==> src/rtl/grant_lock_pkg.sv <==
// Shared types and default constants for the grant-lock stage.
package grant_lock_pkg;

    typedef enum logic {
        IDLE = 1'b0,
        BUSY = 1'b1
    } state_t;

    localparam int NUM_PORTS_DEF = 5;
    localparam int MAX_HOLD_DEF  = 16;

endpackage : grant_lock_pkg

==> src/rtl/grant_lock_ctrl_onehot_to_idx.sv <==
// onehot_to_idx: isolates the lowest set bit of a vector and encodes its
// position in binary. A zero input gives a zero mask and a zero index.
module onehot_to_idx #(
    parameter int N = 5
) (
    input  logic [N-1:0]         in_i,
    output logic [N-1:0]         mask_o,
    output logic [$clog2(N)-1:0] idx_o
);

    localparam int IDX_W = $clog2(N);

    // Bit gi survives only when no lower bit is set, so mask_o is one-hot or zero.
    generate
        for (genvar gi = 0; gi < N; gi++) begin : g_mask
            if (gi == 0) begin : g_first
                assign mask_o[gi] = in_i[gi];
            end else begin : g_rest
                assign mask_o[gi] = in_i[gi] & ~(|in_i[gi-1:0]);
            end
        end
    endgenerate

    // Binary encode of the isolated bit; at most one term contributes.
    always_comb begin
        idx_o = '0;
        for (int i = 0; i < N; i++) begin
            if (mask_o[i]) begin
                idx_o = idx_o | IDX_W'(i);
            end
        end
    end

endmodule : onehot_to_idx

==> src/rtl/grant_lock_ctrl.sv <==
// grant_lock_ctrl: registers the fixed-priority arbiter's grant and locks it to
// the winning port until that port drops its request or pulses done.
// Optional forced release after max_hold cycles is enabled by GNT_TIMEOUT_EN.
module grant_lock_ctrl
    import grant_lock_pkg::*;
#(
    parameter int num_ports = NUM_PORTS_DEF,
    parameter int max_hold  = MAX_HOLD_DEF
) (
    input  logic                         clk,
    input  logic                         reset_n,
    input  logic [num_ports-1:0]         req_i,
    input  logic [num_ports-1:0]         gnt_comb_i,
    input  logic [num_ports-1:0]         done_i,
    output logic [num_ports-1:0]         gnt_o,
    output logic                         gnt_valid_o,
    output logic [$clog2(num_ports)-1:0] gnt_idx_o,
    output logic                         timeout_o
);

    localparam int IDX_W = $clog2(num_ports);

    // Reject out-of-range configurations at elaboration.
    generate
        if (num_ports < 2 || num_ports > 32 || max_hold < 2 || max_hold > 65535) begin : g_param_err
            $error("grant_lock_ctrl: num_ports or max_hold out of range");
        end
    endgenerate

    state_t               state_q, state_d;
    logic [num_ports-1:0] gnt_q, gnt_d;
    logic [IDX_W-1:0]     idx_q, idx_d;
    logic [num_ports-1:0] low_mask;
    logic [IDX_W-1:0]     low_idx;
    logic                 owner_release;

    // Malformed arbiter output collapses to its lowest (highest-priority) bit.
    onehot_to_idx #(.N(num_ports)) u_enc (
        .in_i   (gnt_comb_i),
        .mask_o (low_mask),
        .idx_o  (low_idx)
    );

    // Only the owner's request and done bits matter; gnt_q masks the rest.
    assign owner_release = ~(|(gnt_q & req_i)) | (|(gnt_q & done_i));

`ifdef GNT_TIMEOUT_EN
    localparam int HOLD_W = $clog2(max_hold + 1);

    logic [HOLD_W-1:0] cnt_q, cnt_d;
    logic              timeout_q, timeout_d;
    logic              hold_expired;

    assign hold_expired = (cnt_q == HOLD_W'(max_hold - 1));

    // Next-state: capture in IDLE, hold in BUSY until release or hold expiry.
    always_comb begin
        state_d   = state_q;
        gnt_d     = gnt_q;
        idx_d     = idx_q;
        cnt_d     = cnt_q;
        timeout_d = 1'b0;
        case (state_q)
            IDLE: begin
                if (|gnt_comb_i) begin
                    state_d = BUSY;
                    gnt_d   = low_mask;
                    idx_d   = low_idx;
                    cnt_d   = '0;
                end
            end
            BUSY: begin
                if (owner_release) begin
                    state_d = IDLE;
                    gnt_d   = '0;
                    idx_d   = '0;
                end else if (hold_expired) begin
                    state_d   = IDLE;
                    gnt_d     = '0;
                    idx_d     = '0;
                    timeout_d = 1'b1;
                end else begin
                    cnt_d = cnt_q + HOLD_W'(1);
                end
            end
            default: begin
                state_d = IDLE;
                gnt_d   = '0;
                idx_d   = '0;
            end
        endcase
    end

    // State register with synchronous active-low reset.
    always_ff @(posedge clk) begin
        if (!reset_n) begin
            state_q   <= IDLE;
            gnt_q     <= '0;
            idx_q     <= '0;
            cnt_q     <= '0;
            timeout_q <= 1'b0;
        end else begin
            state_q   <= state_d;
            gnt_q     <= gnt_d;
            idx_q     <= idx_d;
            cnt_q     <= cnt_d;
            timeout_q <= timeout_d;
        end
    end

    assign timeout_o = timeout_q;
`else
    // Next-state: capture in IDLE, hold in BUSY until the owner releases.
    always_comb begin
        state_d = state_q;
        gnt_d   = gnt_q;
        idx_d   = idx_q;
        case (state_q)
            IDLE: begin
                if (|gnt_comb_i) begin
                    state_d = BUSY;
                    gnt_d   = low_mask;
                    idx_d   = low_idx;
                end
            end
            BUSY: begin
                if (owner_release) begin
                    state_d = IDLE;
                    gnt_d   = '0;
                    idx_d   = '0;
                end
            end
            default: begin
                state_d = IDLE;
                gnt_d   = '0;
                idx_d   = '0;
            end
        endcase
    end

    // State register with synchronous active-low reset.
    always_ff @(posedge clk) begin
        if (!reset_n) begin
            state_q <= IDLE;
            gnt_q   <= '0;
            idx_q   <= '0;
        end else begin
            state_q <= state_d;
            gnt_q   <= gnt_d;
            idx_q   <= idx_d;
        end
    end

    assign timeout_o = 1'b0;
`endif

    assign gnt_o       = gnt_q;
    assign gnt_valid_o = (state_q == BUSY);
    assign gnt_idx_o   = idx_q;

endmodule : grant_lock_ctrl
==> config.mk <==
export PLATFORM = sky130hd
export DESIGN_NAME = grant_lock_ctrl
export DESIGN_NICKNAME = d
export VERILOG_FILES = /design/src/rtl/grant_lock_pkg.sv /design/src/rtl/grant_lock_ctrl_onehot_to_idx.sv /design/src/rtl/grant_lock_ctrl.sv
export SDC_FILE = /design/constraint.sdc
export NUM_CORES = 1
export LEC_CHECK = 0
export CAP_MARGIN = 5
export CORE_AREA = 2 2 39 41
export DETAILED_ROUTE_END_ITERATION = 6
export DIE_AREA = 0 0 41 43
export PLACE_DENSITY_LB_ADDON = 0.25
export SLEW_MARGIN = 20
export SYNTH_ARGS = -nofsm -noshare
export SYNTH_HDL_FRONTEND = slang
export SYNTH_HIERARCHICAL = 1
export SYNTH_SLANG_ARGS = --single-unit
==> constraint.sdc <==
create_clock -name clk -period 2 [get_ports clk]
set_input_delay 0.3 -clock clk [delete_from_list [all_inputs] [get_ports clk]]
set_output_delay 0.3 -clock clk [all_outputs]
set_load 0.05 [all_outputs]
After elaboration in Yosys (flattened, before gate mapping)
Index checks and enable logic that the tools add are counted.
{"block": "word_totals", "reg_bits": 9, "in_bits": 17, "output_inout_bits": 10, "elab_cells": 38}
{"block": "classes", "eq_ne": 2, "muxes": 13, "n_bitwise": 13, "n_reduce_logical": 7}
{"op": "OR reduction 5 bit", "count": 3}
{"op": "AND 5 bit", "count": 2}
{"op": "2-to-1 mux 5 bit", "count": 2}
{"op": "one-hot mux 5 bit (2 select lines)", "count": 1}
{"op": "2-to-1 mux 3 bit", "count": 3}
{"op": "NOT 1 bit", "count": 6}
{"op": "one-hot mux 3 bit (2 select lines)", "count": 1}
{"op": "AND 1 bit", "count": 4}
{"op": "2-to-1 mux 2 bit", "count": 2}
{"op": "OR reduction 4 bit", "count": 1}
{"op": "2-to-1 mux 1 bit", "count": 3}
{"op": "OR reduction 3 bit", "count": 1}
{"op": "!= test 2 x 1 -> 1 bit, second input constant", "count": 1}
{"op": "!= test 2 bit, second input constant", "count": 1}
{"op": "one-hot mux 1 bit (2 select lines)", "count": 1}
{"op": "AND reduction 2 bit", "count": 1}
{"op": "OR reduction 2 bit", "count": 1}
{"op": "bitwise OR 1 bit", "count": 1}

Depth between registers and ports, before layout
Gate-level depths: netlist of run 1.
{"block": "logic_depth", "depth_word": 8, "ltp_mapped": 5, "depth_no_buf": 4}

Hierarchy
Netlist of run 1, hierarchy kept.
{"module": "grant_lock_ctrl", "instances": 1, "cells_each": 43, "area_per_inst_um2": 402.9, "seq_area_each_um2": 180.2}
{"module": "onehot_to_idx", "instances": 1, "cells_each": 12, "area_per_inst_um2": 83.8, "seq_area_each_um2": 0.0}

Least setup slack after synthesis of run 1
No wires, ideal clock.
{"block": "synth_path", "kind": "reg-to-reg", "start": "reg gnt_q[0] (netlist: gnt_o[0])", "end": "reg idx_q[0] (netlist: gnt_idx_o[0])", "setup_time_ns": 0.128, "t_arrival_ns": 1.386, "required_ns": 1.872, "path_slack_ns": 0.485, "stages_incl_launch_ff": 5, "path_buffers": 0, "period_less_slack_ns": 1.515, "path_cell_list": "dfxtp_1 > a222oi_1 > nand2_1 > a41oi_2 > o2bb2ai_1"}
{"block": "synth_via", "elab_chain_len": 6, "word_cells_on_any_way": 8, "cone_classes": "eq/ne: 1; bitwise: 4; reduce/logical: 3"}
{"item": "from (decl)", "line": "grant_lock_ctrl.sv:31", "text": "logic [num_ports-1:0] gnt_q, gnt_d;"}
{"item": "from (signal assigned)", "line": "grant_lock_ctrl.sv:149", "text": "gnt_q <= gnt_d;"}
{"item": "AND 5 bit", "line": "grant_lock_ctrl.sv:45", "text": "assign owner_release = ~(|(gnt_q & req_i)) | (|(gnt_q & done_i));"}
{"item": "OR reduction 5 bit", "line": "grant_lock_ctrl.sv:45"}
{"item": "NOT 1 bit", "line": "grant_lock_ctrl.sv:45"}
{"item": "bitwise OR 1 bit *", "line": "grant_lock_ctrl.sv:45"}
{"item": "!= test 2 x 1 -> 1 bit (no line) *"}
{"item": "AND reduction 2 bit (no line) *"}
{"item": "to (signal assigned)", "line": "grant_lock_ctrl.sv:150", "text": "idx_q <= idx_d;"}
{"item": "to (decl)", "line": "grant_lock_ctrl.sv:32", "text": "logic [IDX_W-1:0] idx_q, idx_d;"}
Mark *: on every way between the ends. The rest lies on a longest branch, timed or not.
A chain may end at the register's enable or synchronous reset.

Worst setup path after layout of run 1
{"block": "layout_path", "start": "reg gnt_q[4] (netlist: gnt_o[4])", "end": "out gnt_o[4]"}
{"item": "to (decl)", "line": "grant_lock_ctrl.sv:15", "text": "output logic [num_ports-1:0] gnt_o,"}
No word-level cell between the ends.

==> results of run 1 <==
## flip-flops by register name, summed over array words and instances (netlist names)
name / cells
gnt_valid_o: 1
gnt_idx_o: 3
gnt_o: 5
## power by group
part	switching, mW	internal, mW	total, mW
clock network	0.0588	0.0766	0.135
registers	0.00561	0.186	0.192
logic	0.0605	0.0581	0.119
total	0.125	0.321	0.446
## through the flow
step	std cells	hold WS [ns]
5_1_grt	99	0.4840
4_1_cts	99	0.4583
3_5_place_dp	95	0.4499
6_report	99	0.4516
2_1_floorplan	55	0.4727
3_3_place_gp	95	0.4497
## worst register-to-register path, delay by kind of cell (launching register included)
kind,cells,cell delay [ns]
flops,1,0.33
simple gates,1,0.14
compound gates,3,0.84
## layer usage
layer	GRT usage	up-vias	share of wire
met2	0.2719	26	0.47
met3	0.02618	2	0.11
li1	-	256	-
met1	0.1726	223	0.41
met5	0	-	0
met4	0.08000	0	0.019
## placed cells by master, fill, tap and decap left out
cell             Yosys  routed
buf_4                3       4
nor2_1               3       3
a222oi_1             1       1
a21oi_1              2       2
nand2b_1             2       2
dfxtp_1              9       9
a21boi_0             1       1
o2bb2ai_1            8       8
nor4_2               1       1
nor2b_1              1       1
nor4b_2              1       1
a41oi_2              1       1
a41oi_1              1       1
inv_1                1       1
and3b_1              1       1
clkbuf_4             0       3
conb_1               1       1
and2_1               1       1
clkdlybuf4s50_1      0      25
nor3b_1              1       1
clkbuf_1             1       1
nand2_1              9       9
a22oi_1              3       3
nor3_1               2       2
## area by class of cell
type / count / share of cell area
Inverter: 1 / 0.004792
Clock buffer: 4 / 0.03355
Multi-Input combinational cell: 40 / 0.3482
Tap cell: 16 / 0.02556
Sequential cell: 9 / 0.2300
Timing Repair Buffer: 29 / 0.3578
## cells by family after synthesis
group	Yosys count	synth area share
AND/OR/NAND/NOR	22	0.2545
flip-flops	9	0.3702
AO/OA/AOI/OAI	17	0.2982
buffers and inverters	6	0.06938
other	1	0.007705
## final timing paths
kind	start	endpoint	slack (ns)
min	gnt_idx_o[2]	gnt_idx_o[2]	0.45
min reg2reg	gnt_idx_o[2]	gnt_idx_o[2]	0.45
max	gnt_o[4]	gnt_o[4]	0.23
max reg2reg	gnt_o[3]	gnt_idx_o[0]	0.57
==> impl_metrics.ini, run 1 <==
[status]
outcome = completed

[clock_network]
cts_post_setup_buffers_inserted = 0
tritoncts = built
cts_buffers = 3
insertion_delay_ns = 0.25
cts_hold_buf = 0
clock-root-buffer = clkbuf_4
clock_path_buffers = 2
clk_pin_slew_ns = 0.06
h-tree-depth = 1
cts.sinks = 9
postCtsResizedCells = 0

[synthesis]
synth_cells = 55
async_flop_share = 0
yosysWarnings = 6
ys_types = 23
synth_enable_flop_cells = 0
syn_avg_cell_area_sq_um = 8.849
synth_seq_cells = 9
ys_top_cells_by_area = dfxtp_1 (37%), o2bb2ai_1 (14%), nand2_1 (6.9%)
yosysTopAreaCellShare = 0.3702
yosysSeqAreaShare = 0.3702
synth_common_cells = dfxtp_1 (9), nand2_1 (9), o2bb2ai_1 (8)
synth_area_sq_um = 486.7
synth_nets = 72
synth_flop_cell = dfxtp_1
yosysTopAreaCell = dfxtp_1

[placement]
place_area_sq_um = 757.0
dpl_worst_slack_ns = 0.1809
io_buffer_count = 25
dp_hpwl_um = 946.5
gp_congestion = 0.6755

[layout]
finish.instance_area_sq_um = 783.3
syn2layout_area_growth_pct = 60.93
diodes = 0
final_nets = 101
final_core_util = 0.5660
drive_above_1_share = 0.1205
regArea_sq_um = 180.2
multiInputGateArea_sq_um = 272.8
num-fill-cells = 137

[sta]
finalHoldViolations = 0
min_period_ns = 1.772
fmax_ghz = 0.5644
fin_skew_ns = 0.0008816
setup-tns-final_ns = 0
fin_crit_sh = 0.8859
setup_ws_ns = 0.2282
slew_viol_final = 0
rsz0062_at_grt = false
setup_viol = 0

[route]
drc_errors = 0
drt-pass1-iter-count = 4
drt_iter0_markers = 11
wl_per_cell_um = 11.46
antenna_left = 0
via_per_inst = 5.121
num_vias = 507
wl_um = 1135

[floorplanning]
die_h_um = 43
fp.dieArea_sq_um = 1763
die_w_um = 41
initial_utilization = 0.3517
pin_count = 27
core_area_sq_um = 1384
floorplan.rows = 14

[setup_path]
worstPathArrival_ns = 1.47
cpPeakStageDelay_ns = 0.83
endpoint_kind = output port
crit_type = reg -> out
cp.depth = 1
cp_top_family = buffers and inverters
ff2ff_path_depth = 4
crit_chain = clkdlybuf4s50_1
crit_fanout = 4
startpoint_type = flop
crit_path_top_delay_cell = clkdlybuf4s50_1
cp.required_ns = 1.70
critPathBufInv = 1

[power]
peakVddDrop_v = 0.0003421
p_leak_nw = 0.2687
power_density_nw_per_um2 = 569.1
power_uw = 445.7

[global_routing]
grt_start_max_net_pins = 10
grt_pass1_vias = 492
antenna_found_initial = 0
grt_overflow = 0
grtUsageTotal = 0.1583
grt_pass1_wl_um = 1952

[hold_path]
min_delay_path_depth = 2
min_path_type = reg -> reg

[run]
cap_violations = 0
Power figures use the tool's default switching activity.
==> run 2: changes to the inputs <==
GPL_ROUTABILITY_DRIVEN = 0   (was not set)
==> results of run 2 <==
Final layout, timing and power as in run 1 (identical DEF).
==> run 3: changes to the inputs <==
CTS_CLUSTER_SIZE = 28   (was not set)
MAX_ROUTING_LAYER = met4   (was not set)
==> run 3 against run 2 <==
Effect of this change:
- sequential power barely moved
- wire length grew 0.26%
- hold slack is essentially flat
- sequential cell count is the same
- non-clock buffer count unchanged
- combinational power hardly changed
- largest power group unchanged
==> impl_metrics.ini, run 3 (synthesis gave the netlist of run 1 again) <==
[layout]
finish.instance_area_sq_um = 783.3
layout_commonest_cell = clkdlybuf4s50_1
regArea_sq_um = 180.2
final_cell_mix = clkdlybuf4s50_1 (25), nand2_1 (9), dfxtp_1 (9), o2bb2ai_1 (8), buf_4 (4)
syn2layout_area_growth_pct = 60.93
num-fill-cells = 137
largest_reg_flops = 5
multiInputGateArea_sq_um = 272.8
final_nets = 101
drive_above_1_share = 0.1205
diodes = 0

[status]
outcome = completed

[sta]
fin_skew_ns = 0.001480
setup-tns-final_ns = 0
fmax_ghz = 0.5669
fin_crit_sh = 0.8820
setup_viol = 0
slew_viol_final = 0
setup_ws_ns = 0.2359
min_period_ns = 1.764
finalHoldViolations = 0
rsz0062_at_grt = false

[global_routing]
grt_start_max_net_pins = 10
grt_pass1_wl_um = 1952
grtUsageTotal = 0.1622
antenna_found_initial = 0
grt_overflow = 0
grt_pass1_vias = 492

[floorplanning]
initial_utilization = 0.3517
pin_count = 27
fp.dieArea_sq_um = 1763
die_w_um = 41
floorplan.rows = 14
die_h_um = 43
core_area_sq_um = 1384

[route]
wl_um = 1138
num_vias = 507
drt-pass1-iter-count = 6
drt_iter0_markers = 7
wl_per_cell_um = 11.49
via_per_inst = 5.121
drc_errors = 0
antenna_left = 0

[setup_path]
cp.required_ns = 1.70
startpoint_type = flop
endpoint_kind = output port
critPathBufInv = 1
cp_top_family = buffers and inverters
crit_chain = clkdlybuf4s50_1
crit_fanout = 4
worstPathArrival_ns = 1.46
cpPeakStageDelay_ns = 0.82
crit_type = reg -> out
crit_path_top_delay_cell = clkdlybuf4s50_1

[clock_network]
cts_hold_buf = 0
cts_buffers = 3
clock-root-buffer = clkbuf_4
insertion_delay_ns = 0.25
tritoncts = built
clock_path_buffers = 2
postCtsResizedCells = 0
clk_pin_slew_ns = 0.06
cts_post_setup_buffers_inserted = 0
h-tree-depth = 1
cts.sinks = 9

[power]
peakVddDrop_v = 0.0003419
power_density_nw_per_um2 = 570.4
power_uw = 446.8
p_leak_nw = 0.2687

[placement]
dpl_worst_slack_ns = 0.1809
place_area_sq_um = 757.0
io_buffer_count = 25
dp_hpwl_um = 946.5

[run]
cap_violations = 0

[hold_path]
min_path_type = reg -> reg
==> run 3: cell type report <==
type / instances / area share
Timing Repair Buffer: 29 / 0.3578
Sequential cell: 9 / 0.2300
Clock buffer: 4 / 0.03355
Inverter: 1 / 0.004792
Tap cell: 16 / 0.02556
Multi-Input combinational cell: 40 / 0.3482
==> run 3: per-layer routing <==
layer  vias to the layer above  wire length [um]  part of all wire  global-route usage
met5                         -                 0                 0                   -
met4                         0                 0                 0             0.08000
met3                         0               118              0.10             0.02618
met2                        24               549              0.48              0.2719
met1                       226               470              0.41              0.1726
li1                        257                 -                 -                   -
==> run 3: path summary, 6_finish.rpt <==
| check | startpoint | slack, ns | depth (start not counted) | to |
|---|---|---|---|---|
| setup / recovery | gnt_o[4] | 0.24 | 1 | gnt_o[4] |
| hold / removal | gnt_idx_o[2] | 0.45 | 2 | gnt_idx_o[2] |
| setup reg to reg | gnt_o[3] | 0.57 | 4 | gnt_idx_o[0] |
| hold reg to reg | gnt_idx_o[2] | 0.45 | 2 | gnt_idx_o[2] |
==> run 3: stage by stage <==
step	instances	hold WS [ns]	utilization
final	99	0.4515	0.5660
after global routing	99	0.4840	0.5660
after CTS	99	0.4583	0.5660
after detailed placement	95	0.4499	0.5470
after global placement	95	0.4497	0.5470
after floorplan	55	0.4727	-
==> run 3: power breakdown <==
group / switching, mW / internal (mW) / leakage (nW) / total (mW)
Combinational: 0.0606 / 0.0581 / 0.180 / 0.119
Clock: 0.0597 / 0.0767 / 0.0150 / 0.136
Sequential: 0.00559 / 0.186 / 0.0735 / 0.192
